### config.mk
export PLATFORM = sky130hd
export DESIGN_NAME = shift_register_universal
export DESIGN_NICKNAME = d
export VERILOG_FILES = /design/src/rtl/shift_register_universal.sv
export SDC_FILE = /design/constraint.sdc
export NUM_CORES = 1
export LEC_CHECK = 0
export ABC_AREA = 1
export CAP_MARGIN = 10
export CORE_MARGIN = 3
export CORE_UTILIZATION = 39
export CTS_CLUSTER_DIAMETER = 80
export DETAILED_ROUTE_END_ITERATION = 7
export PLACE_DENSITY = 0.78
export SYNTH_ARGS = -nofsm -noshare
export SYNTH_HDL_FRONTEND = slang
export SYNTH_SLANG_ARGS = --single-unit
### constraint.sdc
create_clock -name i_CLOCK_POS -period 1.03 [get_ports i_CLOCK_POS]
set_input_delay 0.2575 -clock i_CLOCK_POS [delete_from_list [all_inputs] [get_ports i_CLOCK_POS]]
set_output_delay 0.2575 -clock i_CLOCK_POS [all_outputs]
set_load 0.01 [all_outputs]
### src/rtl/shift_register_universal.sv
// ---------------------------------------------------------------------------
// shift_register_universal
//
// WIDTH-bit universal storage/serialiser register. It supports parallel load,
// logical shifts left and right, rotates left and right, and an arithmetic
// shift right. It also has a clock enable, a synchronous clear and preset
// with fixed priority, a registered shifted-out bit and a zero flag.
//
// Parameters:
//   WIDTH         register width in bits (2..64)
//   RESET_VALUE   contents forced by the asynchronous reset
//   PRESET_VALUE  contents loaded by the synchronous preset
//
// Ports:
//   i_CLOCK_POS       rising-edge clock
//   i_RESET_POS       asynchronous active-high reset
//   i_CLEAR           synchronous clear to zero (beats preset)
//   i_PRESET          synchronous load of PRESET_VALUE
//   i_ENABLE          enable for the i_MODE operations
//   i_MODE            000 hold, 001 load, 010 shl, 011 shr,
//                     100 rol, 101 ror, 110 asr, 111 hold
//   i_SIGNAL_IN       parallel load data
//   i_SERIAL_LEFT     bit entering at bit 0 on shift left
//   i_SERIAL_RIGHT    bit entering at bit WIDTH-1 on shift right
//   o_SIGNAL_OUT      register contents
//   o_SIGNAL_OUT_NEG  bitwise complement of the contents
//   o_SHIFT_OUT       bit most recently shifted or rotated out
//   o_ZERO            high when the contents are all zero
// ---------------------------------------------------------------------------
module shift_register_universal #(
  parameter int                 WIDTH        = 8,
  parameter logic [WIDTH-1:0]   RESET_VALUE  = {WIDTH{1'b0}},
  parameter logic [WIDTH-1:0]   PRESET_VALUE = {WIDTH{1'b1}}
) (
  input  logic             i_CLOCK_POS,
  input  logic             i_RESET_POS,
  input  logic             i_CLEAR,
  input  logic             i_PRESET,
  input  logic             i_ENABLE,
  input  logic [2:0]       i_MODE,
  input  logic [WIDTH-1:0] i_SIGNAL_IN,
  input  logic             i_SERIAL_LEFT,
  input  logic             i_SERIAL_RIGHT,
  output logic [WIDTH-1:0] o_SIGNAL_OUT,
  output logic [WIDTH-1:0] o_SIGNAL_OUT_NEG,
  output logic             o_SHIFT_OUT,
  output logic             o_ZERO
);

  typedef enum logic [2:0] {
    MODE_HOLD  = 3'b000,
    MODE_LOAD  = 3'b001,
    MODE_SHL   = 3'b010,
    MODE_SHR   = 3'b011,
    MODE_ROL   = 3'b100,
    MODE_ROR   = 3'b101,
    MODE_ASR   = 3'b110,
    MODE_RSVD  = 3'b111
  } mode_e;

  logic [WIDTH-1:0] data_r;
  logic [WIDTH-1:0] data_next_s;
  logic             shift_out_r;
  logic             shift_out_next_s;
  mode_e            mode_s;

  assign mode_s = mode_e'(i_MODE);

  // Next-state selection: clear > preset > enabled mode operation > hold.
  always_comb begin
    data_next_s      = data_r;
    shift_out_next_s = shift_out_r;
    if (i_CLEAR) begin
      data_next_s = {WIDTH{1'b0}};
    end else if (i_PRESET) begin
      data_next_s = PRESET_VALUE;
    end else if (i_ENABLE) begin
      case (mode_s)
        MODE_HOLD: begin
          data_next_s = data_r;
        end
        MODE_LOAD: begin
          data_next_s = i_SIGNAL_IN;
        end
        MODE_SHL: begin
          data_next_s      = {data_r[WIDTH-2:0], i_SERIAL_LEFT};
          shift_out_next_s = data_r[WIDTH-1];
        end
        MODE_SHR: begin
          data_next_s      = {i_SERIAL_RIGHT, data_r[WIDTH-1:1]};
          shift_out_next_s = data_r[0];
        end
        MODE_ROL: begin
          data_next_s      = {data_r[WIDTH-2:0], data_r[WIDTH-1]};
          shift_out_next_s = data_r[WIDTH-1];
        end
        MODE_ROR: begin
          data_next_s      = {data_r[0], data_r[WIDTH-1:1]};
          shift_out_next_s = data_r[0];
        end
        MODE_ASR: begin
          // Sign bit is replicated into the vacated MSB.
          data_next_s      = {data_r[WIDTH-1], data_r[WIDTH-1:1]};
          shift_out_next_s = data_r[0];
        end
        MODE_RSVD: begin
          data_next_s = data_r;
        end
        default: begin
          data_next_s = data_r;
        end
      endcase
    end else begin
      data_next_s      = data_r;
      shift_out_next_s = shift_out_r;
    end
  end

  // State register; asynchronous reset aborts any in-flight operation.
  always_ff @(posedge i_CLOCK_POS or posedge i_RESET_POS) begin
    if (i_RESET_POS) begin
      data_r      <= RESET_VALUE;
      shift_out_r <= 1'b0;
    end else begin
      data_r      <= data_next_s;
      shift_out_r <= shift_out_next_s;
    end
  end

  assign o_SIGNAL_OUT     = data_r;
  assign o_SIGNAL_OUT_NEG = ~data_r;
  assign o_SHIFT_OUT      = shift_out_r;
  assign o_ZERO           = (data_r == {WIDTH{1'b0}});

endmodule

=== Word-level counts from Yosys, hierarchy flattened ===
Index checks and enable logic that the tools add are counted.

* Register bits: 9
* Input port bits: 18
* Output and inout port bits: 18
* Word-level logic and storage cells: 30

* Equality and inequality tests: 9
* Multiplexer cells: 5
* Bitwise gates (word level): 3
* Reduce and logical (&&, ||, !) cells: 10

{| class="wikitable"
|+ Operators by type and width
! operator !! count
|-
| one-hot mux 8 bit (6 select lines) || 1
|-
| two-way mux 8 bit || 3
|-
| == test 3 bit (second input constant) || 4
|-
| zero test 8 bit || 1
|-
| NOT 8 bit || 1
|-
| == test 3 x 2 -> 1 bit (second input constant) || 2
|-
| AND reduction 4 bit || 1
|-
| OR reduction 2 bit || 2
|-
| == test 3 x 1 -> 1 bit (second input constant) || 1
|-
| zero test 3 bit || 1
|-
| inequality test 3 x 1 -> 1 bit (second input constant) || 1
|-
| inequality test 3 bit (second input constant) || 1
|-
| AND reduction 3 bit || 1
|-
| nonzero test 3 bit || 1
|-
| OR reduction 3 bit || 1
|-
| NOT 1 bit || 2
|-
| one-hot mux 1 bit (2 select lines) || 1
|-
| AND reduction 2 bit || 1
|-
| nonzero test 2 bit || 1
|}

=== Depth between registers and ports, before layout ===
* Depth after elaboration: 5
* Gate-level depth with buffers: 9
* Depth with buffers taken out: 8

=== Worst setup path before layout ===
OpenSTA, ideal clock, no wires.

* Kind: input to register
* From: input i_MODE[1]
* To: register data_r[0], in the netlist o_SIGNAL_OUT[0]
* Setup time: 116 ps
* Arrival: 1018 ps
* Required time: 914 ps
* Slack: -104 ps
* Cell stages on the path: 8
* Buffers on the path: 1
* Path through: buf_4 > nand2_2 > nand2_4 > o21ai_2 > a21oi_4 > nor2_4 > nand2_1 > nand2_1

* Longest elaborated chain between the ends: 5
* Elaborated cells between the ends (all ways): 15
* Classes of those cells: 8 x eq/ne; 4 x mux; 3 x reduce/logical

{| class="wikitable"
|+ RTL lines
! what !! RTL line !! source
|-
| start, declared || 40 || <nowiki>input logic [2:0] i_MODE,</nowiki>
|-
| == test 3 bit (tied with other cells) || 78 || <nowiki>case (mode_s)</nowiki>
|-
| one-hot mux 8 bit (6 select lines) || 78 ||
|-
| two-way mux 8 bit || 77 || <nowiki>end else if (i_ENABLE) begin</nowiki>
|-
| two-way mux 8 bit || 75 || <nowiki>end else if (i_PRESET) begin</nowiki>
|-
| two-way mux 8 bit || 73 || <nowiki>if (i_CLEAR) begin</nowiki>
|-
| end signal, assigned || 125 || <nowiki>data_r <= data_next_s;</nowiki>
|-
| end, declared || 61 || <nowiki>logic [WIDTH-1:0] data_r;</nowiki>
|}

Parallel ways exist; a longest one is shown, timed or not. The select of a mux whose other input is x is not followed.
A chain may end at the register's enable or synchronous reset.

=== Final worst setup path ===
* From: register data_r[6], in the netlist o_SIGNAL_OUT[6]
* To: output o_ZERO

* Longest elaborated chain between the ends: 1

{| class="wikitable"
|+ RTL lines
! what !! RTL line !! source
|-
| zero test 8 bit || 133 || <nowiki>assign o_ZERO = (data_r == {WIDTH{1'b0}});</nowiki>
|-
| end, declared || 47 || <nowiki>output logic o_ZERO</nowiki>
|}

Every way passes these cells.

==> results.sh <==
export IMPL_vias_per_cell=6.00
export IMPL_cts_buffer_depth=2
export IMPL_crit_arrival_ns=1.21
export IMPL_hold_class="input pin to async pin"
export IMPL_clk_insertion_delay_late_ns=0.27
export IMPL_slew_headroom=0.852
export IMPL_numCtsBuffers=3
export IMPL_die_width_um=49.5
export IMPL_rows=15
export IMPL_vias=1309
export IMPL_drcViolationCount=0
export IMPL_netlist_area_um2=739
export IMPL_cp_max_fo=2
export IMPL_die_y_um=49.5
export IMPL_n_antenna_cell=0
export IMPL_power_leakage_nw=0.830
export IMPL_slew_violations=0
export IMPL_cp_required_ns=0.77
export IMPL_drt_antenna_violating_nets=0
export IMPL_drt_total_wl_um=4790
export IMPL_wl_met1_um=1700
export IMPL_fillCellCount=55
export IMPL_multi_input_area_um2=596
export IMPL_start_util=0.419
export IMPL_io_buffers=35
export IMPL_grt_pass1_vias=1199
export IMPL_critical_path_class="register to primary output"
export IMPL_status="finished, violations left"
export IMPL_rsz0062_at_grt="yes"
export IMPL_syn_inst=117
export IMPL_root_buffer="clkbuf_4"
export IMPL_firstDrtPassIters=4
export IMPL_seq_area_um2=226
export IMPL_grt_pass1_wl_um=5650
export IMPL_yosys_warnings=0
export IMPL_overflow=0
export IMPL_vdd_ir_drop_max_mv=0.959
export IMPL_rr_worst_depth=6
export IMPL_fin_nets=212
export IMPL_antenna_found_initial=0
export IMPL_clk_pin_slew_ns=0.07
export IMPL_violations="setup timing"
export IMPL_start_kind="register"
export IMPL_synth_cell_types=17
export IMPL_dp_hpwl_um=2210
export IMPL_skew_ns=0.0103
export IMPL_drive_above_1_share=0.549
export IMPL_ctsHoldBuffers=0
export IMPL_endpoint_kind="primary output"
export IMPL_top_layer_used="met4"
export IMPL_die_area_um2=2450
export IMPL_post_drt_wl_per_cell_um=22.0
export IMPL_met2_length_um=2330
export IMPL_post_route_util=0.948
export IMPL_syn2layout_area_growth_pct=126
export IMPL_syn_avg_cell_area_um2=6.32
export IMPL_grt_total_usage=0.308
export IMPL_pin_count=36
export IMPL_hold_violations=0
export IMPL_p_per_area_nw_per_um2=1010
export IMPL_cts_num_sinks=9
export IMPL_synth_seq_area_share=0.305
export IMPL_core_area_um2=1760
export IMPL_power_mw=1.70
export IMPL_setup_viol=27
export IMPL_met3_length_um=458
export IMPL_cap_violations=0
export IMPL_drt_iter0_drc=90
export IMPL_fmax_mhz=680
export IMPL_gp_congestion=0.832
export IMPL_synth_nets=135
export IMPL_post_route_period_util=1.43
export IMPL_worst_slack_ns=-0.440
export IMPL_grt_max_degree=10
export IMPL_place_ws_ns=-0.628
export IMPL_worstMarginPinSlew_ns=0.219
export IMPL_htreeDepth=1
export IMPL_synth_seq_cells=9
export IMPL_fin_crit_ns=1.47
export IMPL_tritoncts="done"
where the power goes:
part           internal (mW)  switching [mW]  leakage [nW]
clock network          0.150           0.142        0.0150
logic                  0.486           0.481         0.703
registers              0.397          0.0390         0.112
per-stage QoR:
stage	hold slack (ns)	cells	TNS, ns	area (um2)
CTS	0.294	211	-3.01	1530
detailed placement	0.498	204	-10.17	1360
finish	0.305	218	-4.19	1670
floorplan	0.0854	117	-0.562	777
global route	0.314	218	-4.71	1670
global placement	0.485	204	-9.74	1360
final timing paths:
kind	slack [ns]	to	startpoint
hold / removal	0.31	o_SIGNAL_OUT[5]	i_RESET_POS
min in group i_CLOCK_POS	0.49	o_SIGNAL_OUT[7]	i_CLEAR
hold reg to reg	0.59	o_SHIFT_OUT	o_SHIFT_OUT
max in group asynchronous	0.61	o_SIGNAL_OUT[2]	i_RESET_POS
setup / recovery	-0.44	o_ZERO	o_SIGNAL_OUT[6]
setup reg to reg	-0.12	o_SIGNAL_OUT[4]	o_SIGNAL_OUT[3]
placed cells by master (no fill, tap or decap), types with 5 or more instances in the layout:
cell type | Yosys | layout
nand4_1 | 11 | 11
buf_6 | 0 | 38
clkdlybuf4s50_1 | 0 | 11
buf_4 | 2 | 14
nand2_2 | 2 | 11
nand3_2 | 1 | 6
inv_1 | 17 | 5
buf_2 | 0 | 5
nand2_1 | 47 | 34
inv_2 | 0 | 11
nand3_1 | 16 | 9
dfrtp_1 | 9 | 8
synth_stat cells, drive strengths merged:
library cell	number	area, um2
nand3b	1	7.51
clkinv	1	3.75
buf	2	15.0
nand3	17	90.1
nand4	11	68.8
o21ai	3	18.8
inv	17	63.8
nor2	4	22.5
a21oi	1	16.3
dfrtp	9	225
o211ai	1	7.51
nand2	50	200
critical path: stages, from the launching register on:
cell and delay, ns:
dfrtp_1 0.41, inv_2 0.11, nand4_1 0.14, nor2_2 0.14
buf_2 0.14
kinds of logic (layout without fill, tap and decap cells):
| family | count (synthesis) | after routing | synth area share |
|---|---|---|---|
| compound gates | 5 | 5 | 0.0575 |
| flops | 9 | 9 | 0.305 |
| buf+inv | 20 | 95 | 0.112 |
| simple gates | 83 | 84 | 0.526 |
per-layer routing:
layer  GRT usage  up-vias
met5           0        -
met4       0.106        0
met3      0.0725       41
met2       0.535      124
met1       0.366      609
li1            -      535
area by class of cell:
| type | instances | share of cell area |
|---|---|---|
| clock buffer | 4 | 0.0157 |
| timing repair buffer | 73 | 0.430 |
| tap | 25 | 0.0187 |
| multi-input combinational | 89 | 0.356 |
| sequential | 9 | 0.135 |
| inverter | 18 | 0.0441 |
flip-flops by register name, summed over array words and instances (netlist names):
register	flops
o_SIGNAL_OUT	8
o_SHIFT_OUT	1
timing repair:
action                     in CTS  in global routing
pin swaps                      12                 17
setup buffers                   8                 10
resized for setup             134                 29
cloned                          1                  0
setup endpoints to repair      27                 27
Note: power is estimated with default switching activity, not from simulation.
